File: src/rtl/mult_arbiter_pkg.sv
// Shared types and constants for the arbitrated 32x32 multiplier.
// S1 and S2 entry structs carry an id field sized for the largest
// supported requester count (8), so one struct fits all NUM_REQ values.
package mult_arbiter_pkg;

    localparam int MUL_W    = 32;
    localparam int PROD_W   = 64;
    localparam int ID_MAX_W = 3;

    // Operand stage: absolute operands plus the sign of the final product
    typedef struct packed {
        logic                valid;
        logic                neg;
        logic [ID_MAX_W-1:0] id;
        logic [MUL_W-1:0]    a;
        logic [MUL_W-1:0]    b;
    } s1_entry_t;

    // Result stage: finished product and the requester that owns it
    typedef struct packed {
        logic                valid;
        logic [ID_MAX_W-1:0] id;
        logic [PROD_W-1:0]   prod;
    } s2_entry_t;

    // Magnitude of a two's-complement operand; the most negative value
    // maps onto itself, which is still correct as an unsigned magnitude
    function automatic logic [MUL_W-1:0] abs_val(input logic [MUL_W-1:0] x);
        return x[MUL_W-1] ? (~x + 1'b1) : x;
    endfunction

endpackage

File: src/rtl/mult_arbiter_wallace.sv
// Unsigned 32x32 -> 64 multiplier core shared by all requesters.
// Purely combinational; the surrounding pipeline registers its inputs
// (S1) and its output (S2).
module wallace_32x32
    import mult_arbiter_pkg::*;
(
    input  logic [MUL_W-1:0]  a,
    input  logic [MUL_W-1:0]  b,
    output logic [PROD_W-1:0] prod
);

    assign prod = PROD_W'(a) * PROD_W'(b);

endmodule

File: src/rtl/mult_arbiter.sv
// Round-robin arbiter feeding one shared 32x32 multiplier through a
// two-stage pipeline (S1 operands, S2 product) with a valid/ready
// response port. Results leave in acceptance order.
// Optional build macro: MULT_ARBITER_SIGNED_EN enables signed products
// (S1 stores magnitudes and a negate flag, S2 applies the sign).
module mult_arbiter
    import mult_arbiter_pkg::*;
#(
    parameter int NUM_REQ = 4,
    parameter int ID_W    = $clog2(NUM_REQ)
) (
    input  logic                     clk,
    input  logic                     rst_n,
    input  logic [NUM_REQ-1:0]       req_valid,
    output logic [NUM_REQ-1:0]       req_ready,
    input  logic [NUM_REQ*MUL_W-1:0] req_a,
    input  logic [NUM_REQ*MUL_W-1:0] req_b,
    input  logic [NUM_REQ-1:0]       req_signed,
    output logic                     rsp_valid,
    input  logic                     rsp_ready,
    output logic [ID_W-1:0]          rsp_id,
    output logic [PROD_W-1:0]        rsp_prod,
    output logic                     busy
);

    logic [MUL_W-1:0]  a_arr [NUM_REQ];
    logic [MUL_W-1:0]  b_arr [NUM_REQ];

    s1_entry_t         s1_reg, s1_next;
    s2_entry_t         s2_reg, s2_next;
    logic [ID_W-1:0]   last_grant_reg, last_grant_next;

    logic [ID_W-1:0]   grant_idx;
    logic [ID_W-1:0]   cand_idx;
    logic              grant_found;
    logic              s2_adv, s1_adv, can_accept, transfer;

    logic [MUL_W-1:0]  sel_a, sel_b, op_a, op_b;
    logic              op_neg;
    logic [PROD_W-1:0] mul_prod, prod_fixed;
    logic              unused_id;

    // Unpack the per-requester operand slices
    generate
        for (genvar gi = 0; gi < NUM_REQ; gi++) begin : g_unpack
            assign a_arr[gi] = req_a[gi*MUL_W +: MUL_W];
            assign b_arr[gi] = req_b[gi*MUL_W +: MUL_W];
        end
    endgenerate

    // Pipeline flow control: everything moves when the result stage drains
    assign s2_adv     = !s2_reg.valid || rsp_ready;
    assign s1_adv     = s2_adv;
    assign can_accept = !s1_reg.valid || s1_adv;

    // Round-robin search starting just after the last granted requester
    always_comb begin
        grant_idx   = '0;
        grant_found = 1'b0;
        cand_idx    = '0;
        for (int k = 1; k <= NUM_REQ; k++) begin
            cand_idx = ID_W'((int'(last_grant_reg) + k) % NUM_REQ);
            if (!grant_found && req_valid[cand_idx]) begin
                grant_found = 1'b1;
                grant_idx   = cand_idx;
            end
        end
    end

    // Ready depends only on valids, rsp_ready and registered state
    assign req_ready = (rst_n && can_accept && grant_found)
                     ? (NUM_REQ'(1) << grant_idx) : '0;
    assign transfer  = |req_ready;

    assign sel_a = a_arr[grant_idx];
    assign sel_b = b_arr[grant_idx];

`ifdef MULT_ARBITER_SIGNED_EN
    logic sel_signed;
    assign sel_signed = req_signed[grant_idx];

    // Signed requests enter S1 as magnitudes plus the product sign
    always_comb begin
        op_a   = sel_signed ? abs_val(sel_a) : sel_a;
        op_b   = sel_signed ? abs_val(sel_b) : sel_b;
        op_neg = sel_signed && (sel_a[MUL_W-1] ^ sel_b[MUL_W-1]);
    end

    // Restore the sign on the way into S2
    always_comb begin
        prod_fixed = s1_reg.neg ? (~mul_prod + 1'b1) : mul_prod;
    end
`else
    logic unused_cfg;
    assign unused_cfg = ^{req_signed, s1_reg.neg};

    // Unsigned-only build: operands pass straight through
    always_comb begin
        op_a   = sel_a;
        op_b   = sel_b;
        op_neg = 1'b0;
    end

    // Unsigned-only build: product needs no correction
    always_comb begin
        prod_fixed = mul_prod;
    end
`endif

    // S1 loads whenever it may accept; it becomes empty if nobody transfers
    always_comb begin
        s1_next = s1_reg;
        if (can_accept) begin
            s1_next.valid = transfer;
            s1_next.neg   = op_neg;
            s1_next.id    = ID_MAX_W'(grant_idx);
            s1_next.a     = op_a;
            s1_next.b     = op_b;
        end
    end

    wallace_32x32 u_mul (
        .a    (s1_reg.a),
        .b    (s1_reg.b),
        .prod (mul_prod)
    );

    // S2 captures the multiplier output whenever the consumer lets it move
    always_comb begin
        s2_next = s2_reg;
        if (s2_adv) begin
            s2_next.valid = s1_reg.valid;
            s2_next.id    = s1_reg.id;
            s2_next.prod  = prod_fixed;
        end
    end

    // Round-robin pointer moves only on an actual transfer
    always_comb begin
        last_grant_next = transfer ? grant_idx : last_grant_reg;
    end

    // State registers; reset empties the pipeline and favours requester 0
    always_ff @(posedge clk or negedge rst_n) begin
        if (!rst_n) begin
            s1_reg         <= '0;
            s2_reg         <= '0;
            last_grant_reg <= ID_W'(NUM_REQ - 1);
        end else begin
            s1_reg         <= s1_next;
            s2_reg         <= s2_next;
            last_grant_reg <= last_grant_next;
        end
    end

    assign rsp_valid = s2_reg.valid;
    assign rsp_id    = s2_reg.id[ID_W-1:0];
    assign rsp_prod  = s2_reg.prod;
    assign busy      = s1_reg.valid || s2_reg.valid;
    assign unused_id = ^s2_reg.id;

endmodule

File: config.mk
export PLATFORM = sky130hd
export DESIGN_NAME = mult_arbiter
export DESIGN_NICKNAME = d
export VERILOG_FILES = /design/src/rtl/mult_arbiter_pkg.sv /design/src/rtl/mult_arbiter_wallace.sv /design/src/rtl/mult_arbiter.sv
export SDC_FILE = /design/constraint.sdc
export NUM_CORES = 2
export LEC_CHECK = 0
export ABC_AREA = 0
export ABC_CLOCK_PERIOD_IN_PS = 19900
export CORE_MARGIN = 2
export CORE_UTILIZATION = 40
export DETAILED_ROUTE_END_ITERATION = 6
export PLACE_DENSITY = 0.65
export SYNTH_ARGS = -nofsm -noshare
export SYNTH_HDL_FRONTEND = slang
export SYNTH_SLANG_ARGS = --single-unit
File: constraint.sdc
create_clock -name clk -period 19.9 [get_ports clk]
set_input_delay 4.975 -clock clk [delete_from_list [all_inputs] [get_ports clk]]
set_output_delay 4.975 -clock clk [all_outputs]
set_load 0.02 [all_outputs]
== Word level (Yosys, flattened, before mapping) ==
Cells that the tools add are included.
Operators by class
  $mul: 1
  reduce and logical (&&, ||, !) cells: 14
  $lt $le $gt $ge: 5
  shift-type cells: 1
  add/sub/neg operators: 4
  bitwise gates (word level): 1
  mux-type cells: 23
Operators with widths (count)
  binary-select mux 32 bit (select 2 bit): 2
  two-way mux 32 bit: 4
  multiplier 32 x 32 -> 64 bit: 1
  < comparator 2 x 3 -> 1 bit, second input constant: 4
  binary-select mux 1 bit (select 2 bit): 4
  two-way mux 1 bit: 8
  two-way mux 2 bit: 4
  logical AND 1 bit: 5
  logical NOT 1 bit: 5
  adder 2 x 1 -> 2 bit, second input constant: 2
  adder 2 bit, second input constant: 2
  two-way mux 4 bit: 1
  OR reduction 4 bit: 1
  left shift 1 x 2 -> 4 bit, first input constant: 1
  greater-or-equal comparator 3 bit, second input constant: 1
  logical OR 1 bit: 3
  inverter 2 -> 3 bit: 1
Storage, ports and cells
  flip-flop bits (word level): 136
  word-level logic and storage cells: 57
  output and inout port bits: 72
  input bits: 267

== Depth between registers and ports, before layout ==
  depth in word-level cells: 17
  gate-level depth with buffers: 27
  mapped depth without buffers: 25

== Hierarchy ==
Synthesis repeated with hierarchy kept, for this count alone.
Second synthesis, totals
  cells, all modules: 4452
  area, all modules: 40152.3 um^2
Modules (own cells, without submodules)
  wallace_32x32: area each 33337.0 um^2, cells each 3699, instances 1
  mult_arbiter: area each 6815.3 um^2, cells each 753, instances 1

== Least setup slack after synthesis ==
OpenSTA, ideal clock, no wires.
  kind: input port to output port
  start: in req_valid[0]
  end: out req_ready[0]
  path buffers: 3
  path slack: 8.342 ns
  arrival: 6.583 ns
  data required time: 14.925 ns
  stages on the path: 8
  cells stage by stage: a21oi_1 a31oi_1 o21ai_0 o21a_1 clkbuf_1 clkbuf_1 clkbuf_1 nor4_1
On the way
  longest elaborated chain between the ends: 14
  elaborated cells between the ends (all ways): 25
  those cells by class: 1 x shift; 17 x mux; 7 x reduce/logical
Ends and longest elaborated chain
  start, declared: line mult_arbiter.sv:14  | input logic [NUM_REQ-1:0] req_valid,
  binary-select mux 1 bit (select 2 bit): line mult_arbiter.sv:63  | if (!grant_found && req_valid[cand_idx]) begin
  two-way mux 1 bit (not written as such): line mult_arbiter.sv:63
  two-way mux 1 bit: line mult_arbiter.sv:63
  logical NOT 1 bit: line mult_arbiter.sv:63
  logical AND 1 bit: line mult_arbiter.sv:63
  two-way mux 1 bit: line mult_arbiter.sv:63
  logical NOT 1 bit: line mult_arbiter.sv:63
  logical AND 1 bit: line mult_arbiter.sv:63
  two-way mux 1 bit: line mult_arbiter.sv:63
  logical NOT 1 bit: line mult_arbiter.sv:63
  logical AND 1 bit: line mult_arbiter.sv:63
  two-way mux 2 bit or two-way mux 1 bit (tied branches): line mult_arbiter.sv:63
  left shift 1 x 2 -> 4 bit or logical AND 1 bit (tied branches): line mult_arbiter.sv:72, mult_arbiter.sv:71
  two-way mux 4 bit *: line mult_arbiter.sv:72  | ? (NUM_REQ'(1) << grant_idx) : '0;
  end, declared: line mult_arbiter.sv:15  | output logic [NUM_REQ-1:0] req_ready,
Every way passes the cells marked *; elsewhere a longest branch is shown, timed or not. The select of a mux whose other input is x is not followed.

== Worst setup path in the final report ==
  start: in rsp_ready
  end: out req_ready[1]
On the way
  longest elaborated chain between the ends: 5
Ends and longest elaborated chain
  start, declared: line mult_arbiter.sv:20  | input logic rsp_ready,
  logical OR 1 bit: line mult_arbiter.sv:52  | assign s2_adv = !s2_reg.valid || rsp_ready;
  logical OR 1 bit: line mult_arbiter.sv:54  | assign can_accept = !s1_reg.valid || s1_adv;
  logical AND 1 bit (2 in series): line mult_arbiter.sv:71  | assign req_ready = (rst_n && can_accept && grant_found)
  two-way mux 4 bit: line mult_arbiter.sv:72
No other way between the ends.

==> results.toml <==
[timing]
fin_crit_ns = 12.25
final.setup.tns_ns = 0
period_share_pct = 61.6
fmax_mhz = 81.6
relSlewSlack_pct = 23.5
fin_skew_ns = 0.0188
setup_viol = 0
holdWs_ns = 0.475
slew_violations = 0
layout_setup_ws_ns = 7.65
max_slew.worst_pin.slew_ns = 1.14
hold_viol_final = 0
rsz0062_at_grt = "false"

[synth]
synth_nets = 6110
synth_edf_count = 0
synth.most_common_cell = "fa_1"
synth_cells = 4684
syn-cell-area_sq_mm = 0.0404
yosys_warnings = 0
ys.flop_type = "dfrtp_1"
synth_commonest_cells = "fa_1 (896), inv_1 (875), nand2_1 (707), and2_1 (614), nor2_1 (275)"
synth_area_leaders = "fa_1 (44%), and2_1 (9.5%), dfrtp_1 (8.3%), ha_1 (8.1%), inv_1 (8.1%)"
synth.distinct_cells = 70
synth_top_area_share_pct = 44.4
ys_ff_latch = 136
syn_avg_cell_area_sq_um = 8.63
synth_area_leader_cell = "fa_1"
synth_seq_area_share_pct = 8.42
async_flop_share_pct = 100

[critical_path]
crit_arrival_ns = 7.27
cp-start-kind = "input port"
cp-end-kind = "primary output"
critPathKind = "in2out"
crit_fanout = 46
required_ns = 14.93

[global_routing]
antenna_found_initial = 12
met1_usage_pct = 30.4
first_global_vias = 33700
grt_busiest_layer = "met2"
grt_overflow_total = 0
grt_usage_pct = 24.2
grt_pass1_wl_mm = 192
grt_use_met2_pct = 41.4
use_met3_pct = 4.05
grt_max_degree = 117

[die]
die-area_sq_mm = 0.104
die_x_um = 322
num_rows = 116
start_util_pct = 40.4
ios = 339
coreArea_sq_mm = 0.100
die_y_um = 322

[detailed_routing]
drt_iter0_drc = 1925
routed_via_density = 5.18
drc = 0
wl_per_cell_um = 20.0
dr.pass1.iters = 5
routed_wl_mm = 122
via_count = 31700
ant_nets = 0

[clock_tree]
cts_buffers = 17
post_cts_buffers = 0
htree_levels = 4
cts_hold_buf = 0
cts_tree = "done"
cts_root_buf = "clkbuf_16"
path_clk_slew_ns = 0.07
cts.path.max_buffers = 2
clkLatencyLatePin_ns = 0.48
clkSinkCount = 136
cts_resized = 0

[final_layout]
fin_cells = 6108
final_layout_size_suffix_gt1_share_pct = 2.89
final_net_count = 6220
largest_reg_flops = 67
area_delta_synth_final_pct = 12.1

[hold_path]
hold_class = "reg2reg"

[status]
outcome = "complete, no violations"

[place]
gp_congestion = 0.893
place_hpwl_mm = 93.4
io_buffers = 334
numPlacedInstances = 6073
place_worst_setup_slack_ns = 7.64

[job]
cap_violations = 0
-- worst paths after layout --
path,from,depth (start not counted),slack (ns),end
worst max-delay path,rsp_ready,7,7.65,req_ready[1]
worst min-delay path,rsp_prod[40]$_DFFE_PN0P_,2,0.48,rsp_prod[40]$_DFFE_PN0P_
worst max register to register,s1_reg[17]$_DFFE_PN0N_,23,11.13,rsp_prod[63]$_DFFE_PN0P_
worst min register to register,rsp_prod[40]$_DFFE_PN0P_,2,0.48,rsp_prod[40]$_DFFE_PN0P_
max in group asynchronous,rst_n,3,14.26,rsp_prod[20]$_DFFE_PN0P_
min in group asynchronous,rst_n,1,4.44,rsp_id[0]$_DFFE_PN0P_
-- cells by family after synthesis --
| kind of cell | Yosys count | synth area share [%] |
|---|---|---|
| AND/OR/NAND/NOR | 1745 | 20.7 |
| XOR/XNOR | 60 | 1.30 |
| flip-flops | 136 | 8.42 |
| buffers and inverters | 1166 | 10.9 |
| AO/OA/AOI/OAI | 415 | 6.08 |
| multiplexers | 3 | 0.0805 |
| adder cells (fa/ha/maj) | 1159 | 52.5 |
-- through the flow --
step                util (%)  area (sq um)
detailed placement      44.7         44700
finish                  45.3         45300
global route            45.3         45300
global placement        44.7         44700
floorplan                  -         40400
CTS                     45.3         45300
-- cell usage in the layout, fill, tap and decap left out, drive strengths merged, types with 6 or more instances in the layout --
cell type      netlist  final
a211oi               8      8
a21o                32     32
a21oi              102    102
a31oi                7      7
and2               614    614
and3                 7      7
buf                 20     49
clkbuf             271     17
clkdlybuf4s50        0    333
dfrtp              134    134
fa                 896    896
ha                 263    263
inv                875    883
nand2              709    709
nand2b               7      7
nand3               79     79
nand4               15     15
nor2               275    275
nor2b                6      6
nor3                12     12
o211ai               9      9
o21a                13     13
o21ai              197    197
o21bai              12     12
o31ai                6      6
xnor2               35     35
xor2                25     25
-- final cells by class --
cell class | instances | area (sq um)
tap | 1298 | 1620
antenna | 3 | 7.51
inverter | 875 | 3280
clock buffer | 17 | 425
clock inverter | 15 | 156
fill | 9797 | 54800
multi-input combinational | 3382 | 32700
timing repair buffer | 382 | 3700
sequential | 136 | 3440
-- critical path, cell delays in order --
cell and delay (ns):
clkdlybuf4s50_1 0.46, nor2b_4 0.12, buf_4 0.43, and2_4 0.37
nor2_1 0.13, and3_1 0.24, clkdlybuf4s50_1 0.53
-- layer usage --
layer	vias up	wire length (um)
li1	14100	-
met1	16300	48300
met2	1028	60800
met3	262	7500
met4	16	5360
met5	-	118
Power is not shown: default switching activity piles up to over one toggle a cycle in this logic, so the estimate is an artifact.
